## src/rtl/seven_seg_pkg.sv

```systemverilog
// Shared segment encodings and helpers for the 7-segment scan controller.
// Segment bit order is a..g on bits 6..0, active-high.
package seven_seg_pkg;

  typedef logic [6:0] seg_t;

  localparam seg_t SEG_0     = 7'h7E;
  localparam seg_t SEG_1     = 7'h30;
  localparam seg_t SEG_2     = 7'h6D;
  localparam seg_t SEG_3     = 7'h79;
  localparam seg_t SEG_4     = 7'h33;
  localparam seg_t SEG_5     = 7'h5B;
  localparam seg_t SEG_6     = 7'h5F;
  localparam seg_t SEG_7     = 7'h70;
  localparam seg_t SEG_8     = 7'h7F;
  localparam seg_t SEG_9     = 7'h73;
  localparam seg_t SEG_A     = 7'h77;
  localparam seg_t SEG_B     = 7'h1F;
  localparam seg_t SEG_C     = 7'h4E;
  localparam seg_t SEG_D     = 7'h3D;
  localparam seg_t SEG_E     = 7'h4F;
  localparam seg_t SEG_F     = 7'h47;
  localparam seg_t SEG_BLANK = 7'h00;

  typedef enum logic {
    PH_BLANK = 1'b0,
    PH_SHOW  = 1'b1
  } phase_t;

  function automatic seg_t hex_to_seg(input logic [3:0] nib);
    seg_t seg;
    case (nib)
      4'h0:    seg = SEG_0;
      4'h1:    seg = SEG_1;
      4'h2:    seg = SEG_2;
      4'h3:    seg = SEG_3;
      4'h4:    seg = SEG_4;
      4'h5:    seg = SEG_5;
      4'h6:    seg = SEG_6;
      4'h7:    seg = SEG_7;
      4'h8:    seg = SEG_8;
      4'h9:    seg = SEG_9;
      4'hA:    seg = SEG_A;
      4'hB:    seg = SEG_B;
      4'hC:    seg = SEG_C;
      4'hD:    seg = SEG_D;
      4'hE:    seg = SEG_E;
      default: seg = SEG_F;
    endcase
    return seg;
  endfunction

endpackage

```

## src/rtl/seg_digit_decode.sv

```systemverilog
// Registered hex-to-segment decoder with blanking, shared by all digits.
// One cycle from nibble/blank/dp input to SEG_OUT/DP_OUT.
module seg_digit_decode
  import seven_seg_pkg::*;
(
  input  logic       CLK_IN,
  input  logic       RST_IN,
  input  logic [3:0] NIB_IN,
  input  logic       BLANK_IN,
  input  logic       DP_IN,
  output seg_t       SEG_OUT,
  output logic       DP_OUT
);

  seg_t w_seg;
  seg_t r_seg;
  logic r_dp;

  assign w_seg = BLANK_IN ? SEG_BLANK : hex_to_seg(NIB_IN);

  always_ff @(posedge CLK_IN or posedge RST_IN) begin
    if (RST_IN) begin
      r_seg <= SEG_BLANK;
      r_dp  <= 1'b0;
    end else begin
      r_seg <= w_seg;
      r_dp  <= DP_IN;
    end
  end

  assign SEG_OUT = r_seg;
  assign DP_OUT  = r_dp;

endmodule

```

## src/rtl/seven_seg_scan_ctrl.sv

```systemverilog
// Time-multiplexed 7-seg scan controller: slot timing, double-buffered frame load,
// leading-zero suppression and dead-time blanked digit enables.
module seven_seg_scan_ctrl
  import seven_seg_pkg::*;
#(
  parameter int NUM_DIGITS       = 4,
  parameter int SCAN_DIV         = 50000,
  parameter int BLANK_CYCLES     = 500,
  parameter int DIGIT_ACTIVE_LOW = 1
) (
  input  logic                      CLK_IN,
  input  logic                      RST_IN,
  input  logic [4*NUM_DIGITS-1:0]   DATA_IN,
  input  logic [NUM_DIGITS-1:0]     DP_IN,
  input  logic                      LZ_EN_IN,
  input  logic                      LOAD_VALID_IN,
  output logic                      LOAD_READY_OUT,
  output logic [6:0]                SEG_OUT,
  output logic                      DP_OUT,
  output logic [NUM_DIGITS-1:0]     DIGIT_EN_OUT,
  output logic                      FRAME_OUT
);

  localparam int CNT_W = (SCAN_DIV > 1) ? $clog2(SCAN_DIV) : 1;
  localparam int IDX_W = (NUM_DIGITS > 1) ? $clog2(NUM_DIGITS) : 1;
  localparam logic [CNT_W-1:0] CNT_MAX   = CNT_W'(SCAN_DIV - 1);
  localparam logic [CNT_W-1:0] CNT_BLANK = CNT_W'(BLANK_CYCLES);
  localparam logic [IDX_W-1:0] IDX_MAX   = IDX_W'(NUM_DIGITS - 1);

  logic [CNT_W-1:0]          r_cnt;
  logic [IDX_W-1:0]          r_idx;
  logic                      r_frame;
  logic [NUM_DIGITS-1:0]     r_en;
  logic                      r_pend_full;
  logic [4*NUM_DIGITS-1:0]   r_pend_dat;
  logic [NUM_DIGITS-1:0]     r_pend_dp;
  logic [4*NUM_DIGITS-1:0]   r_disp_dat;
  logic [NUM_DIGITS-1:0]     r_disp_dp;

  logic                      w_slot_end;
  logic                      w_frame_wrap;
  logic                      w_load_acc;
  logic [CNT_W-1:0]          w_cnt_nxt;
  logic [IDX_W-1:0]          w_idx_nxt;
  phase_t                    w_phase_nxt;
  logic [NUM_DIGITS-1:0]     w_en_nxt;
  logic [3:0]                w_nibs [NUM_DIGITS];
  logic [NUM_DIGITS-1:0]     w_zero_above;
  logic [3:0]                w_nib;
  logic                      w_dp;
  logic                      w_lz_blank;
  seg_t                      w_seg;

  assign w_slot_end   = (r_cnt == CNT_MAX);
  assign w_frame_wrap = w_slot_end && (r_idx == IDX_MAX);
  assign w_load_acc   = LOAD_VALID_IN && !r_pend_full;

  // Enables are computed from next-cycle cnt/idx so the registered enable lines up with cnt.
  always_comb begin
    w_cnt_nxt   = r_cnt + 1'b1;
    w_idx_nxt   = r_idx;
    w_phase_nxt = PH_SHOW;
    w_en_nxt    = '0;
    if (w_slot_end) begin
      w_cnt_nxt = '0;
      w_idx_nxt = (r_idx == IDX_MAX) ? '0 : r_idx + 1'b1;
    end
    if (w_cnt_nxt < CNT_BLANK) begin
      w_phase_nxt = PH_BLANK;
    end
    if (w_phase_nxt == PH_SHOW) begin
      w_en_nxt[w_idx_nxt] = 1'b1;
    end
  end

  always_ff @(posedge CLK_IN or posedge RST_IN) begin
    if (RST_IN) begin
      r_cnt   <= '0;
      r_idx   <= '0;
      r_frame <= 1'b0;
      r_en    <= '0;
    end else begin
      r_cnt   <= w_cnt_nxt;
      r_idx   <= w_idx_nxt;
      r_frame <= w_frame_wrap;
      r_en    <= w_en_nxt;
    end
  end

  // Commit and accept never coincide: accept needs an empty pending buffer, commit a full one.
  always_ff @(posedge CLK_IN or posedge RST_IN) begin
    if (RST_IN) begin
      r_pend_full <= 1'b0;
      r_pend_dat  <= '0;
      r_pend_dp   <= '0;
      r_disp_dat  <= '0;
      r_disp_dp   <= '0;
    end else begin
      if (w_load_acc) begin
        r_pend_full <= 1'b1;
        r_pend_dat  <= DATA_IN;
        r_pend_dp   <= DP_IN;
      end else if (w_frame_wrap && r_pend_full) begin
        r_pend_full <= 1'b0;
        r_disp_dat  <= r_pend_dat;
        r_disp_dp   <= r_pend_dp;
      end
    end
  end

  for (genvar g = 0; g < NUM_DIGITS; g++) begin : g_digit
    assign w_nibs[g]       = r_disp_dat[4*g +: 4];
    assign w_zero_above[g] = (r_disp_dat[4*NUM_DIGITS-1:4*g] == '0);
  end

  assign w_nib      = w_nibs[r_idx];
  assign w_dp       = r_disp_dp[r_idx];
  assign w_lz_blank = LZ_EN_IN && (r_idx != '0) && w_zero_above[r_idx];

  seg_digit_decode u_decode (
    .CLK_IN   (CLK_IN),
    .RST_IN   (RST_IN),
    .NIB_IN   (w_nib),
    .BLANK_IN (w_lz_blank),
    .DP_IN    (w_dp),
    .SEG_OUT  (w_seg),
    .DP_OUT   (DP_OUT)
  );

  assign SEG_OUT        = w_seg;
  assign LOAD_READY_OUT = !r_pend_full;
  assign FRAME_OUT      = r_frame;
  assign DIGIT_EN_OUT   = (DIGIT_ACTIVE_LOW != 0) ? ~r_en : r_en;

endmodule

```

## config.mk

```make
export PLATFORM = sky130hd
export DESIGN_NAME = seven_seg_scan_ctrl
export DESIGN_NICKNAME = d
export VERILOG_FILES = /design/src/rtl/seven_seg_pkg.sv /design/src/rtl/seg_digit_decode.sv /design/src/rtl/seven_seg_scan_ctrl.sv
export SDC_FILE = /design/constraint.sdc
export NUM_CORES = 1
export LEC_CHECK = 0
export ABC_AREA = 1
export CORE_ASPECT_RATIO = 0.9
export CORE_MARGIN = 5
export CORE_UTILIZATION = 55
export DETAILED_ROUTE_END_ITERATION = 7
export PLACE_DENSITY = 0.8
export SYNTH_ARGS = -nofsm -noshare
export SYNTH_HDL_FRONTEND = slang
export SYNTH_SLANG_ARGS = --single-unit
```

## constraint.sdc

```tcl
create_clock -name CLK_IN -period 2.6 [get_ports CLK_IN]
set_input_delay 0.39 -clock CLK_IN [delete_from_list [all_inputs] [get_ports CLK_IN]]
set_output_delay 0.39 -clock CLK_IN [all_outputs]
set_load 0.02 [all_outputs]
```

# [Word-level counts from Yosys, hierarchy flattened]
# Memory sizes are Yosys's and may differ from the RTL's.
# Cells that the tools add are included.
[totals] regBits=72 rom_bits=112 inputBits=24 out_inout_bits=14 wordCells=54 mem_count=1
[mem_list] memory="(no name shown)" depth=16 width=7 rd=1 rd_clocked_by_memory_dff=0 write_ports=0 line="seven_seg_pkg.sv:32" text="case (nib)"
[op_classes] add_sub_neg=2 order_cmp=5 n_eq_ne=2 mux=16 bitwise=3 n_reduce_logical=14
[op_table] op="$add A16 B1 Y16 const B" count=1
[op_table] op="$eq A16 B16 Y1 const B" count=1
[op_table] op="$logic_not A16 Y1" count=1
[op_table] op="$lt A16 B9 Y1 const B" count=1
[op_table] op="$mux W16" count=1
[op_table] op="$logic_not A12 Y1" count=1
[op_table] op="$mux W4" count=3
[op_table] op="$bmux W4 S2" count=1
[op_table] op="$logic_not A8 Y1" count=1
[op_table] op="$mux W7" count=1
[op_table] op="$logic_and A1 B1 Y1" count=6
[op_table] op="$lt A2 B3 Y1 const B" count=2
[op_table] op="$mux W1" count=5
[op_table] op="$bmux W1 S2" count=2
[op_table] op="$logic_not A4 Y1" count=1
[op_table] op="$mux W2" count=2
[op_table] op="$not A4 Y4" count=1
[op_table] op="$reduce_bool A2 Y1" count=2
[op_table] op="$ge A3 B3 Y1 const B" count=1
[op_table] op="$not A2 Y3" count=1
[op_table] op="$add A2 B1 Y2 const B" count=1
[op_table] op="$demux W1 S2" count=1
[op_table] op="$eq A2 B2 Y1 const B" count=1
[op_table] op="$ge A2 B1 Y1 const B" count=1
[op_table] op="3 further kinds" count=3

# [Longest topological paths before layout]
[logic_depth] depth_word=8 ltp_mapped=13 depth_no_buf=13

# [Hierarchy]
# Synthesis repeated with hierarchy kept, for this count alone.
[unflattened] cells_unflattened=435 hier_area_um2=3601.0
[modules_own_cells] mod="seven_seg_scan_ctrl" instances=1 cells_each=375 area_per_inst_um2=3106.7 seq_area_each_um2=1601.5
[modules_own_cells] mod="seg_digit_decode" instances=1 cells_each=60 area_per_inst_um2=494.2 seq_area_each_um2=200.2

# [Least setup slack after synthesis]
# No wires, ideal clock.
[synth_timing] path_kind="register to register" startpoint="reg r_idx[0]" endpoint="reg u_decode.r_seg[6] (netlist: u_decode.SEG_OUT[6])" t_arrival_ns=1.624 required_ns=2.514 slack_ns=0.890 path_stages_with_launch=12 period_less_slack_ns=1.710 cell_sequence="dfrtp_1 inv_2 buf_2 o211ai_1 nand2_1 inv_1 ha_1 inv_1 nor2_1 o21ai_1 nand2_1 nor3_1"
[synth_between] elab_chain_len=6 elab_cells_between_ends=11
[synth_rtl] element="start, declared" line="seven_seg_scan_ctrl.sv:31" text="logic [IDX_W-1:0] r_idx;"
[synth_rtl] element="start signal, assigned" line="seven_seg_scan_ctrl.sv:84" text="r_idx <= w_idx_nxt;"
[synth_rtl] element="$not A2 Y3 (not written as such)" line="seven_seg_scan_ctrl.sv:116" text="assign w_nib = w_nibs[r_idx];"
[synth_rtl] element="$bmux W4 S2" line="seven_seg_scan_ctrl.sv:116"
[synth_rtl] element="$mux W4 (not written as such) (2 in a row)" line="seven_seg_scan_ctrl.sv:116"
[synth_rtl] element="$mem_v2 Z16 W7"
[synth_rtl] element="$mux W7 (*)" line="seg_digit_decode.sv:19" text="assign w_seg = BLANK_IN ? SEG_BLANK : hex_to_seg(NIB_IN);"
[synth_rtl] element="net u_decode.w_seg[6]" line="seg_digit_decode.sv:15" text="seg_t w_seg;"
[synth_rtl] element="end signal, assigned" line="seg_digit_decode.sv:26" text="r_seg <= w_seg;"
[synth_rtl] element="end, declared" line="seg_digit_decode.sv:16" text="seg_t r_seg;"
# Mark *: on every way through the listed nets, which the timed path passes. The rest lies on a longest branch. The select of a mux whose other input is x is not followed.
# A chain may end at the register's enable or synchronous reset.

# [Worst setup path after layout]
# Same ends and word-level chain as after synthesis.

==> run_results.csv <==
group,metric,value,unit
timing,slew_viol_final,0,
timing,tns,0,ps
synthesis,yosysUniqueCellTypes,32,
clock_network,clkLatencyLatePin,340,ps
timing,setup_violations,0,
synthesis,synth_nets,475,
clock_network,cts_resized,0,
finish,final_area,4260,um^2
setup_path,endpoint,"u_decode.SEG_OUT[6]",
power_and_ir_drop,p_per_area,501,nW/um^2
placed_design,gp_congestion,0.926,
finish,final_common_cell,"nand2_1",
grt,antenna_found_initial,0,
power_and_ir_drop,p_int,1.66,mW
timing,fmax,0.480,GHz
setup_path,crit_type,"reg2reg",
clock_network,clockBufferDepth,2,
floorplanning,start_util,55.8,%
clock_network,htree_levels,3,
status,status,"complete, no violations",
placed_design,place_area,4060,um^2
drt,drt_first_pass_iters,4,
clock_network,path_clk_slew,80,ps
synthesis,ys_ff_latch,72,
timing,worst_pin_slew,635,ps
setup_path,path_max_fanout,14,
clock_network,hold_buffers,0,
finish,final_cell_mix,"nand2_1 (102), dfrtp_1 (72), inv_1 (62)",
setup_path,cp-start-kind,"flop",
setup_path,crit-reg2reg-launch,"r_idx[0]",
setup_path,arrival,2340,ps
floorplanning,core,6480,um^2
grt,grt_pass1_vias,2801,
setup_path,critPathRequiredTime,2860,ps
floorplanning,die-area,8300,um^2
power_and_ir_drop,p_comb_share,4.2,%
floorplanning,die_h,86.9,um
synthesis,ys_warn_count,0,
floorplanning,rows,28,
clock_network,cts_buffers,9,
setup_path,end_kind,"flop",
grt,grt_max_degree,44,
setup_path,reg2reg_to,"u_decode.SEG_OUT[6]",
finish,final_nets,517,
drt,drc_errors,0,
power_and_ir_drop,ir_drop,0.464,mV
synthesis,syn-cell-area,3620,um^2
synthesis,ys_seq_area_share,49.8,%
power_and_ir_drop,seqPwrFrac,54.2,%
timing,holdWs,436,ps
setup_path,reg2reg_depth,11,
finish,n_fill_cell,522,
timing,period_share,80.1,%
clock_network,post-cts-setup-buffer-count,0,
flow_run,cap_violations,0,
finish,post-route-util,65.7,%
drt,totalWireLength,7.07,mm
timing,maxSlewHeadroom,57.3,%
drt,drt-wirelength-per-cell,12.2,um
placed_design,hpwl,5.28,mm
drt,drt_iter0_drc,131,
grt,gr-total-overflow,0,
grt,gr-usage-all-layers,19.0,%
drt,via_per_inst,4.91,
power_and_ir_drop,leakage,2.21,nW
floorplanning,io_pins,38,
placed_design,portBuffers,37,
drt,antenna_left,0,
synthesis,syn_inst,442,
power_and_ir_drop,switching_share,22.1,%
timing,final_hold_viol_count,0,
finish,syn_to_final_growth,17.7,%
setup_path,crit_path_start,"r_idx[0]",
timing,rsz0062_at_grt,"false",
grt,grt_pass1_wl,12.3,mm
finish,diodes,0,
drt,vias,2842,
power_and_ir_drop,clockPowerShare,41.5,%
timing,period_needed,2080,ps
setup_path,r2r_setup_slack,520,ps
synthesis,synth_area_per_cell,8.18,um^2
finish,drive_gt1_share,12.7,%
clock_network,cts-root-buf,"clkbuf_8",
timing,finClkSkew,10.9,ps
power_and_ir_drop,p_sw,471,uW
clock_network,cts_sinks,72,
hold_path,worstHoldPathType,"in2async",
floorplanning,dieWidth,95.5,um
clock_network,cts_tree,"done",
cells in the mapped netlist (all sizes together):
cell	count	share of area [%]
inv	72	7.5
clkinv	1	0.10
nor2	66	8.1
mux2	8	2.5
a21oi	20	2.8
xnor2	1	0.24
buf	7	1.6
ha	9	3.1
nand4	4	0.69
nand2	110	12
o211ai	2	0.41
clkbuf	2	0.21
nor3	2	0.28
o21ai	33	4.8
a21o	1	0.21
xor2	3	0.93
nand3	24	3.9
o22ai	1	0.17
dfrtp	72	50
a31oi	2	0.35
o21bai	1	0.31
nor4	1	0.17
per-stage QoR:
step	setup WS (ps)	power [mW]	std cells
detailed placement	567	1.27	563
global placement	606	1.27	563
CTS	549	2.15	579
global route	269	2.21	579
finish	518	2.13	579
floorplan	385	1.22	442
power groups by stage:
| stage | logic (mW) | clock network [mW] | registers [mW] |
|---|---|---|---|
| after floorplan | 0.0424 | 0 | 1.17 |
| after global placement | 0.0883 | 0 | 1.18 |
| after detailed placement | 0.0924 | 0 | 1.18 |
| after CTS | 0.0928 | 0.900 | 1.16 |
| after global routing | 0.103 | 0.949 | 1.16 |
| final | 0.0903 | 0.885 | 1.16 |
how the worst min path moves through the flow:
| stage | start | end | slack [ps] | cells past startpoint |
|---|---|---|---|---|
| floorplan | r_pend_dat[0] | r_disp_dat[0] | 440 | 2 |
| global placement | r_pend_dp[0] | r_disp_dp[0] | 450 | 2 |
| detailed placement | r_pend_dp[1] | r_disp_dp[1] | 450 | 2 |
| CTS | RST_IN | r_cnt[1] | 440 | 3 |
| global route | RST_IN | r_cnt[1] | 480 | 3 |
| finish | RST_IN | r_cnt[0] | 440 | 3 |
per-layer routing:
layer / vias to the layer above / part of all wire (%) / GRT usage, %
met5: - / 0 / 0
met4: 0 / 1.5 / 6.98
met3: 12 / 5.5 / 3.37
met2: 87 / 47 / 31.7
met1: 1281 / 46 / 24.9
li1: 1462 / - / -
state kept, by name, summed over array words and instances (netlist names):
| signal | cells |
|---|---|
| r_disp_dp | 4 |
| r_pend_dp | 4 |
| r_pend_full | 1 |
| r_pend_dat | 16 |
| r_en | 4 |
| u_decode.SEG_OUT | 7 |
| r_cnt | 16 |
| r_disp_dat | 16 |
| u_decode.DP_OUT | 1 |
| r_idx | 2 |
| FRAME_OUT | 1 |
layout make-up:
cell class                 count  area [um^2]  area share [%]
tap                           90          113            2.65
inverter                      73          274            6.44
multi-input combinational    288         1480            34.7
timing repair buffer          40          393            9.23
clock buffer                  11          141            3.32
sequential                    72         1800            42.3
clock inverter                 5         56.3            1.32
critical path: stages, from the launching register on:
cell     delay (ps)
dfrtp_1         610
inv_2           200
nand2_1         100
nand3_1          80
nand2_1         210
inv_1           100
ha_1            220
inv_1            90
nor2_1           60
o21ai_1         110
nand2_1          60
nor3_1          160
logic make-up (layout without fill, tap and decap cells):
group	Yosys count	count (layout)	synth area share, %
simple gates	207	207	25.1
mux	8	8	2.49
flops	72	72	49.8
compound gates	60	60	8.99
xor+xnor	4	4	1.18
fa+ha+maj	9	9	3.11
buf+inv	82	129	9.34
Power figures use the tool's default switching activity.
